<file path="src/rtl/gin_pkg.sv">
// Shared types for the GIN multicast bus sender: packet struct, FSM state
// encoding and FIFO depth. XID_BITS sets the default tag/ID width.
`ifndef XID_BITS
`define XID_BITS 4
`endif

package gin_pkg;

  localparam int FIFO_DEPTH = 2;
  localparam int GIN_ID_W   = `XID_BITS;
  localparam int GIN_DATA_W = 32;

  typedef enum logic {
    CFG = 1'b0,
    RUN = 1'b1
  } gin_state_t;

  // Default packet layout; the top rebuilds it from its own parameters.
  typedef struct packed {
    logic [GIN_ID_W-1:0]   tag;
    logic [GIN_DATA_W-1:0] data;
  } gin_pkt_t;

endpackage

</file>
<file path="src/rtl/gin_pkt_fifo.sv">
// Two-entry packet FIFO with a registered head entry. Push and pop may occur
// in the same cycle, including while full. The head register feeds the bus
// directly, so nothing on the write side reaches the outputs combinationally.
module gin_pkt_fifo
  import gin_pkg::*;
#(
  parameter type pkt_t = gin_pkt_t
) (
  input  logic clk,
  input  logic rst,
  input  logic push,
  input  pkt_t push_pkt,
  input  logic pop,
  output pkt_t head,
  output logic full,
  output logic empty
);

  localparam int CNT_W = $clog2(FIFO_DEPTH + 1);

  logic [CNT_W-1:0] cnt_q;
  pkt_t             tail_q;
  logic             do_push;
  logic             do_pop;
  logic             one_q;

  assign empty   = (cnt_q == '0);
  assign full    = (cnt_q == CNT_W'(FIFO_DEPTH));
  assign one_q   = (cnt_q == CNT_W'(1));
  assign do_pop  = pop && !empty;
  assign do_push = push && (!full || do_pop);

  // Occupancy and head entry: head loads from the input when the new packet
  // becomes the oldest, otherwise it advances from the tail on a pop.
  // NOTE: sequential state uses non-blocking assignments so every register
  // samples the pre-edge values of its neighbours.
  always_ff @(posedge clk or posedge rst) begin
    if (rst) begin
      cnt_q <= '0;
      head  <= '0;
    end else begin
      if (do_push && !do_pop) begin
        cnt_q <= cnt_q + 1'b1;
      end else if (do_pop && !do_push) begin
        cnt_q <= cnt_q - 1'b1;
      end
      if (do_push && (empty || (one_q && do_pop))) begin
        head <= push_pkt;
      end else if (do_pop && full) begin
        head <= tail_q;
      end
    end
  end

  // Second entry: written when the new packet queues behind a valid head.
  // NOTE: storage behind the head is not reset; cnt_q says whether it holds
  // anything, so its contents after reset never matter.
  always_ff @(posedge clk) begin
    if (do_push && ((one_q && !do_pop) || (full && do_pop))) begin
      tail_q <= push_pkt;
    end
  end

endmodule

</file>
<file path="src/rtl/gin_bus_sender.sv">
// Source end of the GIN multicast bus. In CFG it streams one ID per
// downstream controller using one-hot set_id strobes; in RUN it forwards
// packets from a 2-entry FIFO onto {bus_valid, bus_tag, bus_data}.
// Optional macro GIN_TIMEOUT_EN: drop a head packet that stalls for
// TIMEOUT_CYCLES cycles so an unmatched tag cannot deadlock the bus.
`ifndef XID_BITS
`define XID_BITS 4
`endif

module gin_bus_sender
  import gin_pkg::*;
#(
  parameter int ID_SIZE        = `XID_BITS,
  parameter int DATA_SIZE      = 32,
  parameter int NUM_TARGETS    = 8,
  parameter int TIMEOUT_CYCLES = 64
) (
  input  logic                   clk,
  input  logic                   rst,
  input  logic                   cfg_start,
  input  logic                   cfg_valid,
  input  logic [ID_SIZE-1:0]     cfg_id,
  output logic                   cfg_ready,
  output logic [NUM_TARGETS-1:0] set_id,
  output logic [ID_SIZE-1:0]     id_out,
  output logic                   cfg_done,
  input  logic                   in_valid,
  input  logic [ID_SIZE-1:0]     in_tag,
  input  logic [DATA_SIZE-1:0]   in_data,
  output logic                   in_ready,
  output logic                   bus_valid,
  output logic [ID_SIZE-1:0]     bus_tag,
  output logic [DATA_SIZE-1:0]   bus_data,
  input  logic                   bus_ready,
  output logic                   drop_pulse
);

  typedef struct packed {
    logic [ID_SIZE-1:0]   tag;
    logic [DATA_SIZE-1:0] data;
  } pkt_t;

  localparam int TGT_W = $clog2(NUM_TARGETS);

  if (NUM_TARGETS < 2 || TIMEOUT_CYCLES < 2) begin : g_param_check
    $error("gin_bus_sender: NUM_TARGETS and TIMEOUT_CYCLES must be >= 2");
  end

  gin_state_t       state;
  logic [TGT_W-1:0] tgt_cnt;
  logic             cfg_pend;
  logic             run;
  logic             push;
  logic             pop;
  logic             drop;
  logic             fifo_full;
  logic             fifo_empty;
  pkt_t             in_pkt;
  pkt_t             head_pkt;

  assign run        = (state == RUN);
  assign cfg_ready  = !run;
  assign cfg_done   = run;
  assign bus_valid  = run && !fifo_empty;
  assign pop        = bus_valid && (bus_ready || drop);
  // A reconfigure request, new or pending, stops intake so the FIFO drains.
  assign in_ready   = run && !cfg_pend && !cfg_start && (!fifo_full || pop);
  assign push       = in_valid && in_ready;
  assign in_pkt     = '{tag: in_tag, data: in_data};
  assign bus_tag    = head_pkt.tag;
  assign bus_data   = head_pkt.data;
  assign drop_pulse = drop;

  gin_pkt_fifo #(
    .pkt_t (pkt_t)
  ) u_fifo (
    .clk      (clk),
    .rst      (rst),
    .push     (push),
    .push_pkt (in_pkt),
    .pop      (pop),
    .head     (head_pkt),
    .full     (fifo_full),
    .empty    (fifo_empty)
  );

  // ID load strobe for the target currently being programmed.
  // NOTE: defaults come first so every path assigns both outputs and no
  // latch is inferred.
  always_comb begin
    set_id = '0;
    id_out = '0;
    if (cfg_ready && cfg_valid) begin
      set_id[tgt_cnt] = 1'b1;
      id_out          = cfg_id;
    end
  end

  // Mode FSM: count config words in CFG, handle reconfigure requests in RUN.
  always_ff @(posedge clk or posedge rst) begin
    if (rst) begin
      state    <= CFG;
      tgt_cnt  <= '0;
      cfg_pend <= 1'b0;
    end else begin
      case (state)
        CFG: begin
          if (cfg_valid) begin
            if (tgt_cnt == TGT_W'(NUM_TARGETS - 1)) begin
              tgt_cnt <= '0;
              state   <= RUN;
            end else begin
              tgt_cnt <= tgt_cnt + 1'b1;
            end
          end
        end
        RUN: begin
          if ((cfg_pend || cfg_start) && fifo_empty) begin
            state    <= CFG;
            tgt_cnt  <= '0;
            cfg_pend <= 1'b0;
          end else if (cfg_start) begin
            cfg_pend <= 1'b1;
          end
        end
        default: state <= CFG;
      endcase
    end
  end

`ifdef GIN_TIMEOUT_EN
  localparam int STALL_W = $clog2(TIMEOUT_CYCLES);

  logic [STALL_W-1:0] stall_cnt;

  assign drop = bus_valid && !bus_ready &&
                (stall_cnt == STALL_W'(TIMEOUT_CYCLES - 1));

  // Stall counter: counts stalled bus cycles, restarts on every pop or drop.
  always_ff @(posedge clk or posedge rst) begin
    if (rst) begin
      stall_cnt <= '0;
    end else if (!bus_valid || pop) begin
      stall_cnt <= '0;
    end else begin
      stall_cnt <= stall_cnt + 1'b1;
    end
  end
`else
  assign drop = 1'b0;
`endif

endmodule
</file>
<file path="config.mk">
export PLATFORM = sky130hd
export DESIGN_NAME = gin_bus_sender
export DESIGN_NICKNAME = d
export VERILOG_FILES = /design/src/rtl/gin_pkg.sv /design/src/rtl/gin_pkt_fifo.sv /design/src/rtl/gin_bus_sender.sv
export SDC_FILE = /design/constraint.sdc
export NUM_CORES = 1
export LEC_CHECK = 0
export ABC_CLOCK_PERIOD_IN_PS = 4000
export CAP_MARGIN = 15
export CORE_ASPECT_RATIO = 1.1
export CORE_MARGIN = 3
export CORE_UTILIZATION = 48
export DETAILED_ROUTE_END_ITERATION = 7
export PLACE_DENSITY_LB_ADDON = 0.08
export SYNTH_ARGS = -nofsm -noshare
export SYNTH_HDL_FRONTEND = slang
export SYNTH_SLANG_ARGS = --single-unit
</file>
<file path="constraint.sdc">
create_clock -name clk -period 4 [get_ports clk]
set_input_delay 0.4 -clock clk [delete_from_list [all_inputs] [get_ports clk]]
set_output_delay 0.4 -clock clk [all_outputs]
set_load 0.01 [all_outputs]
</file>
# --- Word-level counts from Yosys, hierarchy flattened ---
# Index checks and enable logic that the tools add are counted.
totals:
  register_bits: 79
  inputBits: 46
  output_inout_bits: 53
  word_cells: 73
classes:
  add_sub_neg: 3
  order_cmp: 2
  eq_ne: 5
  muxes: 18
  n_bitwise: 1
  reduce_logical: 36
op_table:
  columns: ["op", "n"]
  rows:
  - ["2-to-1 mux 36 bit", 2]
  - ["logical AND 1 bit", 18]
  - ["2-to-1 mux 3 bit", 3]
  - ["2-to-1 mux 8 bit", 1]
  - ["zero test 1 bit", 7]
  - ["2-to-1 mux 1 bit", 6]
  - ["case mux 3 bit (2 select lines)", 1]
  - ["nonzero test 2 bit", 3]
  - ["logical OR 1 bit", 5]
  - ["less-than comparator 3 x 4 -> 1 bit, second input constant", 1]
  - ["2-to-1 mux 2 bit", 2]
  - ["2-to-1 mux 4 bit", 1]
  - ["AND reduction 2 bit", 2]
  - ["adder 3 x 1 -> 3 bit, second input constant", 1]
  - ["demux 1 bit (select 3 bit)", 1]
  - ["== test 3 bit, second input constant", 1]
  - ["greater-or-equal comparator 3 x 1 -> 1 bit, second input constant", 1]
  - ["adder 2 x 1 -> 2 bit, second input constant", 1]
  - ["== test 2 x 1 -> 1 bit, second input constant", 1]
  - ["== test 2 bit, second input constant", 1]
  - ["zero test 2 bit", 1]
  - ["inequality test 2 x 1 -> 1 bit, second input constant", 1]
  - ["inequality test 2 bit, second input constant", 1]
  - ["case mux 1 bit (2 select lines)", 1]
  - ["2 further kinds", 2]

# --- Longest topological paths before layout ---
depth:
  ltp_word: 12
  ltp_mapped: 8
  mapped_depth_nobuf: 8

# --- Cells and area by module ---
# Synthesis repeated with hierarchy kept, for this count alone.
hier_totals:
  cells_unflattened: 220
  area_unflattened_um2: 3699.8
by_module_without_submodules:
  columns: ["mod", "instances", "cells_each", "area_per_inst_um2", "seq_area_each_um2"]
  rows:
  - ["gin_pkt_fifo", 1, 172, 3294.4, 2031.9]
  - ["gin_bus_sender", 1, 48, 405.4, 125.1]

# --- Least setup slack after synthesis ---
# No wires, ideal clock.
synth_path:
  path_type: "register -> register"
  startpoint: "register u_fifo.cnt_q[0]"
  endpoint: "register u_fifo.tail_q[0] (netlist bit), enable pin"
  setup_ns: 0.441
  arrival_time_ns: 2.988
  required_ns: 3.559
  path_slack_ns: 0.571
  path_stages_with_launch: 7
  n_path_buf: 2
  synth_period_minus_slack_ns: 3.429
  cell_sequence: "dfrtp_1 > inv_1 > ha_1 > nand4b_1 > buf_6 > buf_8 > a21oi_1"
synth_between:
  elab_chain_len: 9
  word_cells_on_any_way: 18
  cone_classes: "eq/ne (2); reduce/logical (16)"
synth_rtl:
  columns: ["element", "line_no", "rtl"]
  rows:
  - ["start, declared", "gin_pkt_fifo.sv:21", "logic [CNT_W-1:0] cnt_q;"]
  - ["start signal, assigned", "gin_pkt_fifo.sv:43", "cnt_q <= cnt_q + 1'b1;"]
  - ["start signal, assigned", "gin_pkt_fifo.sv:45", "cnt_q <= cnt_q - 1'b1;"]
  - ["zero test 2 bit", "gin_pkt_fifo.sv:27", "assign empty = (cnt_q == '0);"]
  - ["zero test 1 bit", "gin_pkt_fifo.sv:30, gin_bus_sender.sv:64", null]
  - ["logical AND 1 bit", "gin_bus_sender.sv:64", "assign bus_valid = run && !fifo_empty;"]
  - ["logical AND 1 bit", "gin_bus_sender.sv:65", "assign pop = bus_valid && (bus_ready || drop);"]
  - ["logical OR 1 bit / logical AND 1 bit (equally long branches)", "gin_bus_sender.sv:67, gin_pkt_fifo.sv:30", null]
  - ["logical AND 1 bit / zero test 1 bit (equally long branches)", "gin_bus_sender.sv:67, gin_pkt_fifo.sv:59", null]
  - ["logical AND 1 bit, on equally long branches", "gin_bus_sender.sv:68, gin_pkt_fifo.sv:59", null]
  - ["logical AND 1 bit / logical OR 1 bit (equally long branches)", "gin_pkt_fifo.sv:31, gin_pkt_fifo.sv:59", null]
  - ["logical AND 1 bit *", "gin_pkt_fifo.sv:59", "if (do_push && ((one_q && !do_pop) || (full && do_pop))) begin"]
  - ["end signal, assigned", "gin_pkt_fifo.sv:60", "tail_q <= push_pkt;"]
  - ["end, declared", "gin_pkt_fifo.sv:22", "pkt_t tail_q;"]
# Every way passes the cells marked *; elsewhere a longest branch is shown, timed or not.
# A chain may end at the register's enable or synchronous reset.

# --- Worst setup path in the final report ---
layout_path:
  startpoint: "register u_fifo.cnt_q[0]"
  endpoint: "output port in_ready"
layout_between:
  elab_chain_len: 6
  word_cells_on_any_way: 8
  cone_classes: "eq/ne (1); reduce/logical (7)"
layout_rtl:
  columns: ["element", "line_no", "rtl"]
  rows:
  - ["zero test 2 bit", "gin_pkt_fifo.sv:27", null]
  - ["zero test 1 bit", "gin_bus_sender.sv:64", null]
  - ["logical AND 1 bit", "gin_bus_sender.sv:64", null]
  - ["logical AND 1 bit", "gin_bus_sender.sv:65", null]
  - ["logical OR 1 bit *", "gin_bus_sender.sv:67", "assign in_ready = run && !cfg_pend && !cfg_start && (!fifo_full || pop);"]
  - ["logical AND 1 bit *", "gin_bus_sender.sv:67", null]
  - ["end, declared", "gin_bus_sender.sv:30", "output logic in_ready,"]
# Marks and branches as above.

==> flow_summary.ini <==
[status]
status = finished, final reports clean

[min_path]
whs_path_depth = 1
hp-start = u_fifo.cnt_q[0]
min_to = u_fifo.cnt_q[0]
hp-class = register to register

[cts]
cts_buffers = 9
cts_tree = done
hold_buffers = 0
clk_pin_slew_worst_paths_ns = 0.07
clkSinkCount = 79
root_buffer = clkbuf_8
post_cts.repair.setup_buffers = 0
cts_buffer_depth = 2
htreeDepth = 3
cts_resized = 0
worstSkewPairLatency_ns = 0.33

[timing]
min_period_ns = 2.83
hold_ws_ns = 0.510
maxSlewViolCount = 0
rsz0062_at_grt = no
skew_ns = 0.00897
finalHoldViolCount = 0
layout_worst_path_cycle_share_pct = 70.8
relSlewSlack_pct = 38.2
setup-tns-final_ns = 0
worstMarginPinSlew_ns = 0.926
max_freq_mhz = 353
setup_viol = 0

[worst_setup_path]
worstSetupPathType = register to output pin
path_buf_inv = 2
endpoint_kind = output pin
crit_slowest_cell = clkdlybuf4s50_1
reg2reg_slack_ns = 1.38
cp.required_ns = 3.60
crit_arrival_ns = 2.43
crit_path_start_kind = register
r2r-start = u_fifo.cnt_q[0]
cp_max_fo = 7
crit_chain = inv_1 -> ha_1 -> nor2b_1 -> nand2b_1 -> nor4b_1 -> clkdlybuf4s50_1
critical_path.top_delay_family = simple AND/OR/NAND/NOR gates
reg2reg_depth = 6
timing.rr.end = u_fifo.head[15]
cpPeakStageDelay_ns = 0.60

[layout]
drive_above_1_share_pct = 29.1
design.final.nets = 370
antenna_cells = 0
final_cells = 408
area_growth_pct = 33.4
stdcell_area_mm2 = 0.00490

[drt]
drtAntennaViolNets = 0
drt-initial-drc-count = 78
firstDrtPassIters = 4
wl_per_cell_um = 17.2
drt-total-wl_um = 7030
dr_total_vias = 2089
viasPerCell = 5.12
drc = 0

[synth]
synth_seq_area_share_pct = 58.7
yosys-top-cells-area = edfxtp_1 (29%), dfrtp_1 (29%), mux2_4 (24%)
syn_avg_cell_area_um2 = 17.0
synth_top_cell_by_area = edfxtp_1
syn_nets = 268
synth_top_flop_cell = dfrtp_1
yosys_warnings = 0
yosys.cell_types.count = 32
synth.top_cell.area_share_pct = 29.4
syn_inst = 216
syn_area_mm2 = 0.00367
synth_seq_cells = 79
synthTopCellsByCount = mux2_4 (58), dfrtp_1 (43), edfxtp_1 (36)
ys_async_sr_fraction_pct = 54.4
synth_edf_count = 36
synth_most_common_cell = mux2_4

[grt]
grtUsageTotal_pct = 17.0
grt_first_pass_wirelength_um = 11300
antenna_found_initial = 0
grt_max_degree = 44
grt-ovfl-total = 0
grt_pass1_vias = 2271

[job]
maxCapViolations = 0

[die]
std_cell_rows = 32
chipWidth_um = 89.4
dieArea_mm2 = 0.00874
die_h_um = 97.7
start_util_pct = 51.0
ios = 99
core_mm2 = 0.00721

[power]
vdd_drop_max_uv = 307
p_total_mw = 2.89
leakagePower_nw = 2.19
power.density_mw_per_mm2 = 590

[placed_design]
place_congestion = 0.738
place_inst = 392
post_dp_cell_area_mm2 = 0.00468
place_hpwl_um = 4770
port_buffers = 97
area by class of cell:
cell class	count	area [µm²]
fillers	523	2310
flip-flops and latches	79	2160
multi-input cells	122	1400
repair buffers	100	993
clock buffers	12	165
well taps	85	106
clock inverters	4	51.3
inverters	6	22.5
registers in the layout (all words and copies together), names as in the netlist:
name           flops
cfg_done           1
u_fifo.head       36
u_fifo.tail_q     36
tgt_cnt            3
cfg_pend           1
u_fifo.cnt_q       2
per-layer routing:
| metal | GRT usage, % | wire [µm] | up-vias |
|---|---|---|---|
| met5 | 0 | 0 | - |
| met3 | 5.15 | 436 | 5 |
| met1 | 22.3 | 3090 | 1035 |
| met4 | 6.19 | 62 | 0 |
| met2 | 26.4 | 3440 | 61 |
| li1 | - | - | 988 |
through the flow:
stage | util, % | worst slack, ns
after floorplan | - | 0.571
after global placement | 64.9 | 1.29
after detailed placement | 64.9 | 1.25
after CTS | 68.0 | 1.16
after global routing | 68.0 | 1.02
final | 68.0 | 1.17
how the worst max path moves through the flow:
stage,endpoint,slack (ns),cells past startpoint,from
floorplan,u_fifo.tail_q[0],0.57,6,u_fifo.cnt_q[0]
global placement,u_fifo.head[14],1.29,5,bus_ready
detailed placement,u_fifo.head[15],1.25,5,bus_ready
CTS,in_ready,1.16,6,u_fifo.cnt_q[0]
global route,in_ready,1.02,6,u_fifo.cnt_q[0]
finish,in_ready,1.17,6,u_fifo.cnt_q[0]
cells by family after synthesis:
group / share of synthesized area (%)
buffers and inverters: 3.41
other: 0.102
AO/OA/AOI/OAI: 2.66
adder cells (fa/ha/maj): 2.04
XOR/XNOR: 0.477
multiplexers: 28.0
flip-flops: 58.7
AND/OR/NAND/NOR: 4.57
placed cells by master, fill, tap and decap left out, types with 3 or more instances in the layout:
cell type,count
nand2b_1,4
nor3_1,5
mux2_4,58
nand2_1,4
edfxtp_1,36
buf_4,3
and2_1,4
o21ai_0,3
ha_1,6
mux2_2,13
nor2_1,4
a22o_1,3
clkbuf_8,12
clkdlybuf4s50_1,97
inv_1,5
dfrtp_1,43
power by group:
part           total, mW  switching, mW  internal (mW)
combinational       1.11          0.371          0.742
clock              0.617          0.277          0.341
sequential          1.16          0.134           1.03
(Power assumes the default switching activity.)
